<file path="config.mk">
export PLATFORM = sky130hd
export DESIGN_NAME = alu_seq
export DESIGN_NICKNAME = d
export VERILOG_FILES = /design/src/rtl/alu_seq.sv
export SDC_FILE = /design/constraint.sdc
export NUM_CORES = 1
export LEC_CHECK = 0
export CORE_MARGIN = 5
export CORE_UTILIZATION = 30
export CTS_CLUSTER_DIAMETER = 60
export DETAILED_ROUTE_END_ITERATION = 7
export SYNTH_ARGS = -nofsm -noshare
export SYNTH_HDL_FRONTEND = slang
export SYNTH_SLANG_ARGS = --single-unit
</file>
<file path="constraint.sdc">
create_clock -name clk -period 11.15 [get_ports clk]
set_clock_uncertainty 0.2 [all_clocks]
set_input_delay 2.23 -clock clk [delete_from_list [all_inputs] [get_ports clk]]
set_output_delay 2.23 -clock clk [all_outputs]
set_load 0.01 [all_outputs]
</file>
<file path="src/rtl/alu_seq.sv">
// alu_seq: multi-cycle ALU with start/busy/done handshake, iterative signed multiply
// and restoring unsigned divide; all results and flags are registered.
module alu_seq #(
  parameter int N  = 16,
  parameter int SW = $clog2(N)
) (
  input  logic         clk,
  input  logic         rst_n,
  input  logic         start,
  input  logic [N-1:0] a,
  input  logic [N-1:0] b,
  input  logic [3:0]   func,
  input  logic         ci,
  output logic         busy,
  output logic         done,
  output logic [N-1:0] y,
  output logic [N-1:0] hi,
  output logic         co,
  output logic         zero,
  output logic         overflow,
  output logic         negative,
  output logic         div_by_zero
);
  typedef enum logic [1:0] {IDLE, MUL, DIV} state_t;
  state_t state_q, state_d;
  logic [SW-1:0] cnt_q, cnt_d;
  logic [2*N-1:0] p_q, p_d;
  logic [N-1:0] m_q, m_d;
  logic sgn_q, sgn_d, mx_q, mx_d;
  logic [N-1:0] y_q, y_d, hi_q, hi_d;
  logic co_q, co_d, zero_q, zero_d, ovf_q, ovf_d, neg_q, neg_d, dbz_q, dbz_d, done_q, done_d;
  logic load;
  logic [N-1:0] ry, rh, ma, mb;
  logic rco, rovf, rdbz;
  logic [N:0] sum, ss, rsh, rdf;
  logic [2*N-1:0] rol2, ror2, pm, pd, prod;
  logic [SW-1:0] sh, sm1, ns;
  always_comb begin
    ma   = a[N-1] ? -a : a;
    mb   = b[N-1] ? -b : b;
    sh   = b[SW-1:0];
    sm1  = sh - 1'b1;
    ns   = ~sh + 1'b1;
    sum  = func[1] ? {1'b0, a} - {1'b0, b} - {{N{1'b0}}, func[0] & ci}
                   : {1'b0, a} + {1'b0, b} + {{N{1'b0}}, func[0] & ci};
    rol2 = {a, a} << sh;
    ror2 = {a, a} >> sh;
    // one shift-add step on magnitudes; {hi,lo} shifts right, lo starts as |b|
    ss   = {1'b0, p_q[2*N-1:N]} + (p_q[0] ? {1'b0, m_q} : '0);
    pm   = {ss, p_q[N-1:1]};
    prod = sgn_q ? -pm : pm;
    // one restoring-divide step: {rem,quot} shifts left, quotient bits enter at LSB
    rsh  = {p_q[2*N-1:N], p_q[N-1]};
    rdf  = rsh - {1'b0, m_q};
    pd   = {rdf[N] ? rsh[N-1:0] : rdf[N-1:0], p_q[N-2:0], ~rdf[N]};
    state_d = state_q;
    cnt_d   = cnt_q;
    p_d     = p_q;
    m_d     = m_q;
    sgn_d   = sgn_q;
    mx_d    = mx_q;
    load    = 1'b0;
    ry      = '0;
    rh      = '0;
    rco     = 1'b0;
    rovf    = 1'b0;
    rdbz    = 1'b0;
    case (state_q)
      IDLE: if (start) begin
        if (func == 4'b0100 || func == 4'b0101) begin
          state_d = MUL;
          cnt_d   = '0;
          p_d     = {{N{1'b0}}, mb};
          m_d     = ma;
          sgn_d   = a[N-1] ^ b[N-1];
          mx_d    = func[0];
        end else if (func == 4'b0110 && b != '0) begin
          state_d = DIV;
          cnt_d   = '0;
          p_d     = {{N{1'b0}}, a};
          m_d     = b;
        end else begin
          load = 1'b1;
          case (func)
            4'b0000, 4'b0001, 4'b0010, 4'b0011: begin
              ry   = sum[N-1:0];
              rco  = sum[N];
              rovf = (func[1] ? a[N-1] != b[N-1] : a[N-1] == b[N-1]) && sum[N-1] != a[N-1];
            end
            4'b0110: begin
              ry   = '1;
              rh   = a;
              rovf = 1'b1;
              rdbz = 1'b1;
            end
            4'b0111: begin
              ry  = $signed(a) >>> sh;
              rco = sh != '0 && a[sm1];
            end
            4'b1000: begin
              ry  = a << sh;
              rco = sh != '0 && a[ns];
            end
            4'b1001: begin
              ry  = a >> sh;
              rco = sh != '0 && a[sm1];
            end
            4'b1010: ry = rol2[2*N-1:N];
            4'b1011: ry = ror2[N-1:0];
            4'b1100: ry = a & b;
            4'b1101: ry = a | b;
            4'b1110: ry = a ^ b;
            4'b1111: ry = ~a;
            default: ry = '0;
          endcase
        end
      end
      MUL: begin
        p_d   = pm;
        cnt_d = cnt_q + 1'b1;
        if (&cnt_q) begin
          state_d = IDLE;
          load    = 1'b1;
          ry      = prod[N-1:0];
          rh      = prod[2*N-1:N];
          rovf    = mx_q && prod[2*N-1:N] != {N{prod[N-1]}};
        end
      end
      DIV: begin
        p_d   = pd;
        cnt_d = cnt_q + 1'b1;
        if (&cnt_q) begin
          state_d = IDLE;
          load    = 1'b1;
          ry      = pd[N-1:0];
          rh      = pd[2*N-1:N];
        end
      end
      default: state_d = IDLE;
    endcase
    y_d    = load ? ry : y_q;
    hi_d   = load ? rh : hi_q;
    co_d   = load ? rco : co_q;
    ovf_d  = load ? rovf : ovf_q;
    dbz_d  = load ? rdbz : dbz_q;
    zero_d = load ? (ry == '0 && rh == '0) : zero_q;
    neg_d  = load ? (rh == '0 ? ry[N-1] : rh[N-1]) : neg_q;
    done_d = load;
  end
  always_ff @(posedge clk or negedge rst_n) begin
    if (!rst_n) begin
      state_q <= IDLE;
      cnt_q   <= '0;
      p_q     <= '0;
      m_q     <= '0;
      sgn_q   <= 1'b0;
      mx_q    <= 1'b0;
      y_q     <= '0;
      hi_q    <= '0;
      co_q    <= 1'b0;
      zero_q  <= 1'b0;
      ovf_q   <= 1'b0;
      neg_q   <= 1'b0;
      dbz_q   <= 1'b0;
      done_q  <= 1'b0;
    end else begin
      state_q <= state_d;
      cnt_q   <= cnt_d;
      p_q     <= p_d;
      m_q     <= m_d;
      sgn_q   <= sgn_d;
      mx_q    <= mx_d;
      y_q     <= y_d;
      hi_q    <= hi_d;
      co_q    <= co_d;
      zero_q  <= zero_d;
      ovf_q   <= ovf_d;
      neg_q   <= neg_d;
      dbz_q   <= dbz_d;
      done_q  <= done_d;
    end
  end
  assign busy        = state_q != IDLE;
  assign done        = done_q;
  assign y           = y_q;
  assign hi          = hi_q;
  assign co          = co_q;
  assign zero        = zero_q;
  assign overflow    = ovf_q;
  assign negative    = neg_q;
  assign div_by_zero = dbz_q;
endmodule
</file>
# Yosys cells after proc, flatten, opt, wreduce, memory -nomap -nowiden
# Cells that the tools add are included.
totals:
  ff_bits: 94
  in_bits: 40
  output_inout_bits: 39
  word_cells: 153
op_classes:
  add_sub_neg: 12
  magnitude_cmp: 2
  eq_ne: 24
  n_shift: 5
  mux: 62
  bitwise: 8
  n_reduce_logical: 26
ops:
  columns: ["operator", "count"]
  rows:
  - ["16-bit two-way mux", 17]
  - ["16-bit case mux with 11 select lines", 1]
  - ["32-bit two-way mux", 4]
  - ["16-bit case mux with 3 select lines", 2]
  - ["32-bit case mux with 3 select lines", 1]
  - ["16-bit by 16-bit adder with 17-bit output", 2]
  - ["4-bit == test (second input constant)", 8]
  - ["16-bit zero test", 2]
  - ["16-bit negation", 2]
  - ["32-bit negation", 1]
  - ["32-bit by 4-bit left shift with 32-bit output", 1]
  - ["32-bit by 4-bit right shift with 16-bit output", 1]
  - ["1-bit two-way mux", 21]
  - ["17-bit by 1-bit adder with 17-bit output", 1]
  - ["17-bit two-way mux", 1]
  - ["16-bit by 16-bit subtractor with 17-bit output", 1]
  - ["17-bit by 1-bit subtractor with 17-bit output", 1]
  - ["17-bit by 16-bit subtractor with 17-bit output", 1]
  - ["16-bit AND", 1]
  - ["4-bit by 3-bit == test with 1-bit output (second input constant)", 4]
  - ["16-bit inequality test", 1]
  - ["16-bit inverter", 1]
  - ["16-bit bitwise OR", 1]
  - ["16-bit nonzero test", 1]
  - ["38 further kinds", 62]

# Logic depth before layout (Yosys ltp)
# Gate-level depths: netlist of the first run.
depth:
  depth_word: 10
  depth_mapped: 20

# Worst setup path before layout of the first run
# OpenSTA, ideal clock, no wires.
synth_path:
  path_kind: "input to register"
  from: "input port b[0]"
  to: "register zero_q (netlist: zero)"
  setup_ns: 0.104
  t_arrival_ns: 5.954
  slack_ns: 4.893
  path_stages: 16
  path_buffers: 2
  cell_sequence: "inv_1 -> clkbuf_1 -> clkbuf_1 -> ha_1 -> or3b_1 -> and4b_1 -> a31oi_1 -> nor4_1 -> a21oi_1 -> inv_2 -> o221ai_1 -> a31oi_1 -> nand4_1 -> nor4_1 -> nand4_1 -> o41ai_2"
synth_via:
  elab_chain_cells: 10
  elab_cells_between_ends: 31
synth_lines:
  columns: ["element", "line_no", "source"]
  rows:
  - ["start, declared", "11", "input logic [N-1:0] b,"]
  - ["16-bit by 16-bit adder with 17-bit output or 16-bit by 16-bit subtractor with 17-bit output (tied branches)", "45, 44", null]
  - ["17-bit by 1-bit adder with 17-bit output or 17-bit by 1-bit subtractor with 17-bit output (tied branches)", "45, 44", null]
  - ["17-bit two-way mux", "44", "sum = func[1] ? {1'b0, a} - {1'b0, b} - {{N{1'b0}}, func[0] & ci}"]
  - ["16-bit case mux with 11 select lines", "84", "case (func)"]
  - ["16-bit two-way mux", "77", "end else if (func == 4'b0110 && b != '0) begin"]
  - ["16-bit two-way mux", "70", "if (func == 4'b0100 || func == 4'b0101) begin"]
  - ["16-bit two-way mux", "69", "IDLE: if (start) begin"]
  - ["16-bit case mux with 3 select lines", "68", "case (state_q)"]
  - ["16-bit zero test", "146", "zero_d = load ? (ry == '0 && rh == '0) : zero_q;"]
  - ["1-bit logical AND", "146", null]
  - ["end signal, assigned", "176", "zero_q <= zero_d;"]
  - ["end, declared", "31", "logic co_q, co_d, zero_q, zero_d, ovf_q, ovf_d, neg_q, neg_d, dbz_q, dbz_d, done_q, done_d;"]
# Several ways; a longest one is shown, not always the timed one.
# A chain may end at the register's enable or synchronous reset.

# Worst setup path in the final report of the first run
# Ends and elaborated chain as after synthesis.

==> metrics, run 1 <==
core area 43400 um2; Logic pwr share 63.4%; final period utilization 67.3%; Synthesized Nets 1979; flops & latches, synth 94; non-filler instance count after layout 2412; final instance area about 15000 um2; Starting Density 30.5%; f_max 133 MHz; root buffer cell clkbuf_16; Fin. Hold Viols 0; Top Ports 79; CTS buffer count 9; Via density approximately 6; global-route wire length before repair between 80000 and 90000 um; post_cts resized 0; nets 1970; clock slew at reported path FFs 0.08 ns; Yosys warnings 0; sequential element share of the synthesized area 17.8%; Hold Path Class reg -> reg; initial drt markers 1637; antenna viol nets, final 0; wire per inst 23.5 um; total negative slack 0 ns; largest net degree at the start of global routing 74; minimum clock period around 7.5 ns; VDD IR max 110 uV; Levels on crit path 17; CTS tree yes; Internal Power 1.28 mW; # DRC 0; total power 2.64 mW; arrival time at the worst endpoint 7.57 ns; switch share 51.7%; pwr dens between 150 and 200 nW/um2; RSZ-0062 raised after global routing false; setup violators final 0; htree depth 3; CP Launch Type primary input; clock power share 12.3%; Post-CTS Setup Bufs 0; reg2reg path depth 16; PortBufs 78; Die Width roughly 220 um; Pleak 6.08 nW; Post-Syn Area 13200 um2; CTS sink count 94; hold buffers post-CTS 0; Row Count 76; total of max-cap violations 0; CP top delay family buffers and inverters; worst-case clock buffer depth 2; Post-synth EDFFs 0; Yosys cell types 90; Die Y 220 um; Buf/Inv on CP 5; HPWL Detailed 43300 um; CP Cell Sequence buf_2 -> buf_4 -> inv_1 -> ha_1 -> or3b_1 -> and4b_1 -> a31oi_1 -> nor4_2 -> buf_4 -> a21oi_1 -> inv_2 -> o221ai_1 -> a31oi_1 -> nand4_1 -> nor4_1 -> nand4_1 -> o41ai_2; CP endpoint kind flip-flop; sequential power share between 20% and 30%; final WL 56600 um; Worst Tran Pin Value 1.00 ns; vias in the first global route 13648; All-Layer GR Usage 22.5%; placed cell areas between 10000 and 15000 um2; routability cong. slightly below 1; Hold Slack 0.305 ns; critical path class in -> reg; die area 48300 um2; Post-synth ARST share 100%; Worst Hold Depth 2; outcome finished, final reports clean; slowest CP cell inv_1; NetSw 1.37 mW; DRT Pass-1 Iters 6; Critical Path RT 11.21 ns; fraction of layout cells with a size suffix above 1 under 10%; worst skew pair latency around 0.36 ns; crit-path max cell delay 0.73 ns; dpl cells 2395; pins over their slew limit 0; initial antenna violation count 4; top_reg_cell synth dfrtp_1; Area Growth Syn to Fin 12.1%; Post-Syn Instances 1830; Slew headroom 33.1%; Syn Area/Cell 7.22 um2; critical-path maximum fanout 58; via count 14522; grt ovf 0
final cells by class:
cell class                      count  area, um2
Inverter                           95        357
Timing Repair Buffer              114       1040
Multi-Input combinational cell   1507      10000
Fill cell                        4750      28600
Antenna cell                        1       2.50
Sequential cell                    94       2350
Tap cell                          585        732
Clock buffer                        9        225
Clock inverter                      7       80.1
Yosys cell counts (8+ instances only):
master / count / area (um2)
a211oi_1: 23 / 173
a21o_1: 22 / 165
a21oi_1: 152 / 761
a221oi_1: 8 / 70.1
a22oi_1: 34 / 255
a31oi_1: 17 / 106
and2_1: 22 / 138
and3_1: 8 / 50.1
buf_1: 17 / 63.8
clkbuf_1: 113 / 424
dfrtp_1: 94 / 2350
ha_1: 103 / 1290
inv_1: 93 / 349
mux2_2: 23 / 259
mux2i_1: 44 / 440
mux4_2: 11 / 248
nand2_1: 231 / 867
nand2b_1: 19 / 119
nand3_1: 35 / 175
nand4_1: 10 / 62.6
nor2_1: 170 / 638
nor2b_1: 8 / 50.1
nor3_1: 18 / 90.1
nor4_1: 15 / 93.8
o211ai_1: 15 / 113
o21a_1: 13 / 97.6
o21ai_0: 188 / 941
o22ai_1: 24 / 150
o31ai_1: 28 / 210
o41ai_1: 11 / 96.3
or3_1: 11 / 68.8
xnor2_1: 82 / 718
xor2_1: 22 / 193
cells in the final DEF (no fill, tap or decap), types with 13 or more instances in the layout:
master,n
buf_4,37
o21a_1,13
o31ai_1,28
nand2b_1,19
o22ai_1,24
xor2_1,21
nand3_1,35
nor4_1,13
nor3_1,18
o21ai_0,188
a22oi_1,34
mux2i_1,44
dfrtp_1,94
a211oi_1,23
mux2_2,23
nor2_1,170
a31oi_1,17
xnor2_1,82
o211ai_1,15
and2_1,22
clkdlybuf4s50_1,75
a21oi_1,152
nand2_1,231
inv_1,93
ha_1,103
a21o_1,22
state kept, by name (all words and copies together), names as in the netlist:
name         count
overflow         1
zero             1
m_q             16
state_q          2
done             1
cnt_q            4
co               1
p_q             32
hi              16
div_by_zero      1
mx_q             1
negative         1
y               16
sgn_q            1
routing by layer:
| metal | vias up | wire (um) | track usage [%] |
|---|---|---|---|
| li1 | 6630 | - | - |
| met1 | 6957 | 23600 | 30.4 |
| met2 | 783 | 25300 | 35.9 |
| met3 | 146 | 5180 | 3.82 |
| met4 | 6 | 2440 | 8.90 |
| met5 | - | 38 | 0 |
metrics by stage:
stage                     utilization (%)  setup slack [ns]
final                                34.1              3.64
after detailed placement             33.4              3.44
after CTS                            34.1              3.83
after floorplan                         -              4.89
after global placement               33.4              3.60
after global routing                 34.1              3.31
worst reg2reg max path: cells and delay by family (launching register included):
family,cells,cell delay (ns)
AND/OR/NAND/NOR,7,2.28
AO/OA/AOI/OAI,5,1.80
flip-flops,1,0.75
adder cells (fa/ha/maj),2,0.63
multiplexers,1,0.14
buffers and inverters,1,0.07
cell families (layout without fill, tap and decap cells):
group                      Yosys count  after routing  synth area share (%)
other                                0              1                     0
buffers and inverters              229            225                  6.64
adders and majority gates          109            109                  10.7
AOI/OAI and AO/OA                  631            631                  30.5
DFF                                 94             94                  17.8
muxes                               78             78                  7.17
and+or+nand+nor                    584            584                  20.2
xor gates and xnor gates           105            105                  7.07
final timing paths:
kind                             start          end  slack [ns]
setup / recovery                  b[0]         zero        3.64
hold / removal             div_by_zero  div_by_zero        0.30
setup reg to reg                p_q[0]         zero        5.19
hold reg to reg            div_by_zero  div_by_zero        0.30
max in group asynchronous        rst_n      p_q[30]        7.89
min in group asynchronous        rst_n   state_q[0]        1.56
power groups by stage:
| stage | registers [mW] | logic [mW] | clock network [mW] |
|---|---|---|---|
| CTS | 0.640 | 1.65 | 0.329 |
| detailed placement | 0.647 | 1.64 | 0 |
| floorplan | 0.579 | 1.12 | 0 |
| global route | 0.658 | 1.83 | 0.341 |
| global placement | 0.644 | 1.61 | 0 |
| finish | 0.644 | 1.67 | 0.324 |
Power figures use the tool's default switching activity.
==> run 2, diff against run 1 <==
- clock period: 11.15 -> 6.55 ns (I/O delays scaled with it)
==> metrics, run 2 (synthesis gave the netlist of run 1 again) <==
outcome finished, final reports clean (unchanged); PortBufs 78 (unchanged); GR Util met1 31.9% (was 30.4%); sequential power share 23.4% (was 24.4%); RSZ-0062 raised after global routing false (unchanged); grt ovf 0 (unchanged); routability cong. 1.06 (was 0.982); core area 43400 um2 (unchanged); fraction of layout cells with a size suffix above 1 7.47% (was 6.46%); slowest CP cell a311oi_2 (was inv_1); Die Width 220 um (unchanged); pwr dens 305 nW/um2 (was 179 nW/um2); Hold Path Class reg -> reg (unchanged); total of max-cap violations 0 (unchanged); Internal Power 2.25 mW (was 1.28 mW); root buffer cell clkbuf_16 (unchanged); VDD IR max 170 uV (was 110 uV); Critical Path RT 6.63 ns (was 11.21 ns); Post-CTS Setup Bufs 0 (unchanged); # DRC 0 (unchanged); clock power share 13.4% (was 12.3%); clock slew at reported path FFs 0.08 ns (about the same); nets 1991 (was 1970); crit-path max cell delay 0.54 ns (was 0.73 ns); final period utilization between 80% and 90%; commonest non-fill, non-tap cell in the layout nand2_1 (unchanged); Fin. Hold Viols 0 (unchanged); Top Ports 79 (unchanged); CP Launch Type flip-flop (was primary input); antenna viol nets, final 0 (unchanged); worst skew pair latency 0.37 ns (was 0.36 ns); Worst Tran Pin Value 1.00 ns (about the same); worst-case clock buffer depth 2 (unchanged); Starting Density 30.5% (unchanged); arrival time at the worst endpoint 5.77 ns (was 7.57 ns); Die Y 220 um (unchanged); via count 14614 (was 14522); DRT Pass-1 Iters 5 (was 6); max reg flops 32 (unchanged); die area 48300 um2 (unchanged); HPWL Detailed 44900 um (was 43300 um); Largest Register p_q (unchanged); pins over their slew limit 0 (unchanged); All-Layer GR Usage 23.5% (was 22.5%); f_max 176 MHz; Pleak 6.19 nW (was 6.08 nW); post_cts resized 0 (unchanged); dpl cells 2416 (was 2395); Slew headroom 33.0% (was 33.1%); non-filler instance count after layout 2433 (was 2412); GR peak layer met2 (unchanged); grt met3 use 5.19% (was 3.82%); global-route wire length before repair 87400 um (was 84800 um); CTS buffer count 9 (unchanged); htree depth 3 (unchanged); final WL 58300 um (was 56600 um); hold buffers post-CTS 0 (unchanged); Row Count 76 (unchanged); largest net degree at the start of global routing 57 (was 74); initial drt markers 1882 (was 1637); CP top delay family compound AO/OA/AOI/OAI gates (was buffers and inverters); critical path class reg -> reg (was in -> reg); minimum clock period between 5 and 6 ns; Buf/Inv on CP 3 (was 5); Logic pwr share 63.2% (was 63.4%); NetSw 2.31 mW (was 1.37 mW); critical-path maximum fanout 17 (was 58); most numerous cell on the critical path inv_1; wire per inst 24.0 um (was 23.5 um); vias in the first global route 13897 (was 13648); most frequent cells in the layout nand2_1 (231), o21ai_0 (188), nor2_1 (170) (unchanged); met2 Use GR 35.8% (was 35.9%); switch share 50.6% (was 51.7%); CTS sink count 94 (unchanged); total negative slack 0 ns (unchanged); CP endpoint kind flip-flop (unchanged); setup violators final 0 (unchanged); initial antenna violation count 3 (was 4); Area Growth Syn to Fin 13.4% (was 12.1%); Via density 6.01 (was 6.02); CTS tree yes (unchanged); CP Cell Sequence inv_1 -> ha_1 -> inv_1 -> fa_1 -> a211oi_1 -> o211ai_1 -> a311oi_2 -> a21o_1 -> xor2_2 -> buf_4 -> mux2i_1 -> nor2_1 -> a221o_1 -> nor4_2 -> nand4_1 -> or4_4 -> o41ai_2 (was buf_2 -> buf_4 -> inv_1 -> ha_1 -> or3b_1 -> and4b_1 -> a31oi_1 -> nor4_2 -> buf_4 -> a21oi_1 -> inv_2 -> o221ai_1 -> a31oi_1 -> nand4_1 -> nor4_1 -> nand4_1 -> o41ai_2)
-- run 2: tightest hold or removal path, delay by kind of cell, from the launching register on --
family / cells / cell delay (ns)
and+or+nand+nor: 2 / 0.10
DFF: 1 / 0.36
-- run 2: metrics by stage --
stage	util, %	total power, mW	hold slack, ns	worst slack (ns)	instance area [um2]
after floorplan	-	2.90	0.263	1.21	13200
after global placement	33.8	3.86	0.289	0.715	14700
after detailed placement	33.8	3.91	0.295	0.762	14700
after CTS	34.5	4.53	0.312	0.915	15000
after global routing	34.5	4.88	0.330	0.553	15000
final	34.5	4.56	0.297	0.859	15000
-- run 2: routing by layer --
| layer | part of all wire [%] | up-vias |
|---|---|---|
| li1 | - | 6642 |
| met1 | 41 | 6932 |
| met2 | 43 | 865 |
| met3 | 11 | 173 |
| met4 | 5.3 | 2 |
| met5 | 0.022 | - |
-- run 2: path summary, 6_finish.rpt --
kind                              from  slack (ns)  cells past startpoint           to
max                            p_q[15]        0.86                     17         zero
min                        div_by_zero        0.30                      2  div_by_zero
max reg2reg                    p_q[15]        0.86                     17         zero
min reg2reg                div_by_zero        0.30                      2  div_by_zero
max in group asynchronous        rst_n        4.23                      2       p_q[1]
min in group asynchronous        rst_n        0.76                      1      p_q[21]
-- run 2: power by group through the flow --
stage / Combinational, mW / Clock [mW] / Sequential, mW
after floorplan: 1.91 / 0 / 0.985
after global placement: 2.79 / 0 / 1.07
after detailed placement: 2.83 / 0 / 1.08
after CTS: 2.85 / 0.615 / 1.07
after global routing: 3.14 / 0.634 / 1.10
final: 2.88 / 0.611 / 1.07
-- run 2: cell type report --
cell class              count  area, um2
diodes                      1       2.50
clock buffers              10        229
clock inverters             6       92.6
fillers                  4736      28400
repair buffers            135       1200
inverters                  95        357
flip-flops and latches     94       2350
well taps                 585        732
multi-input cells        1507      10000
==> run 3, diff against run 2 <==
- ABC_CLOCK_PERIOD_IN_PS: not set -> 6550
- CTS_CLUSTER_DIAMETER: 60 -> 50
==> results of run 3 <==
Same layout as run 2: the final DEF is identical, and so are final timing and power.
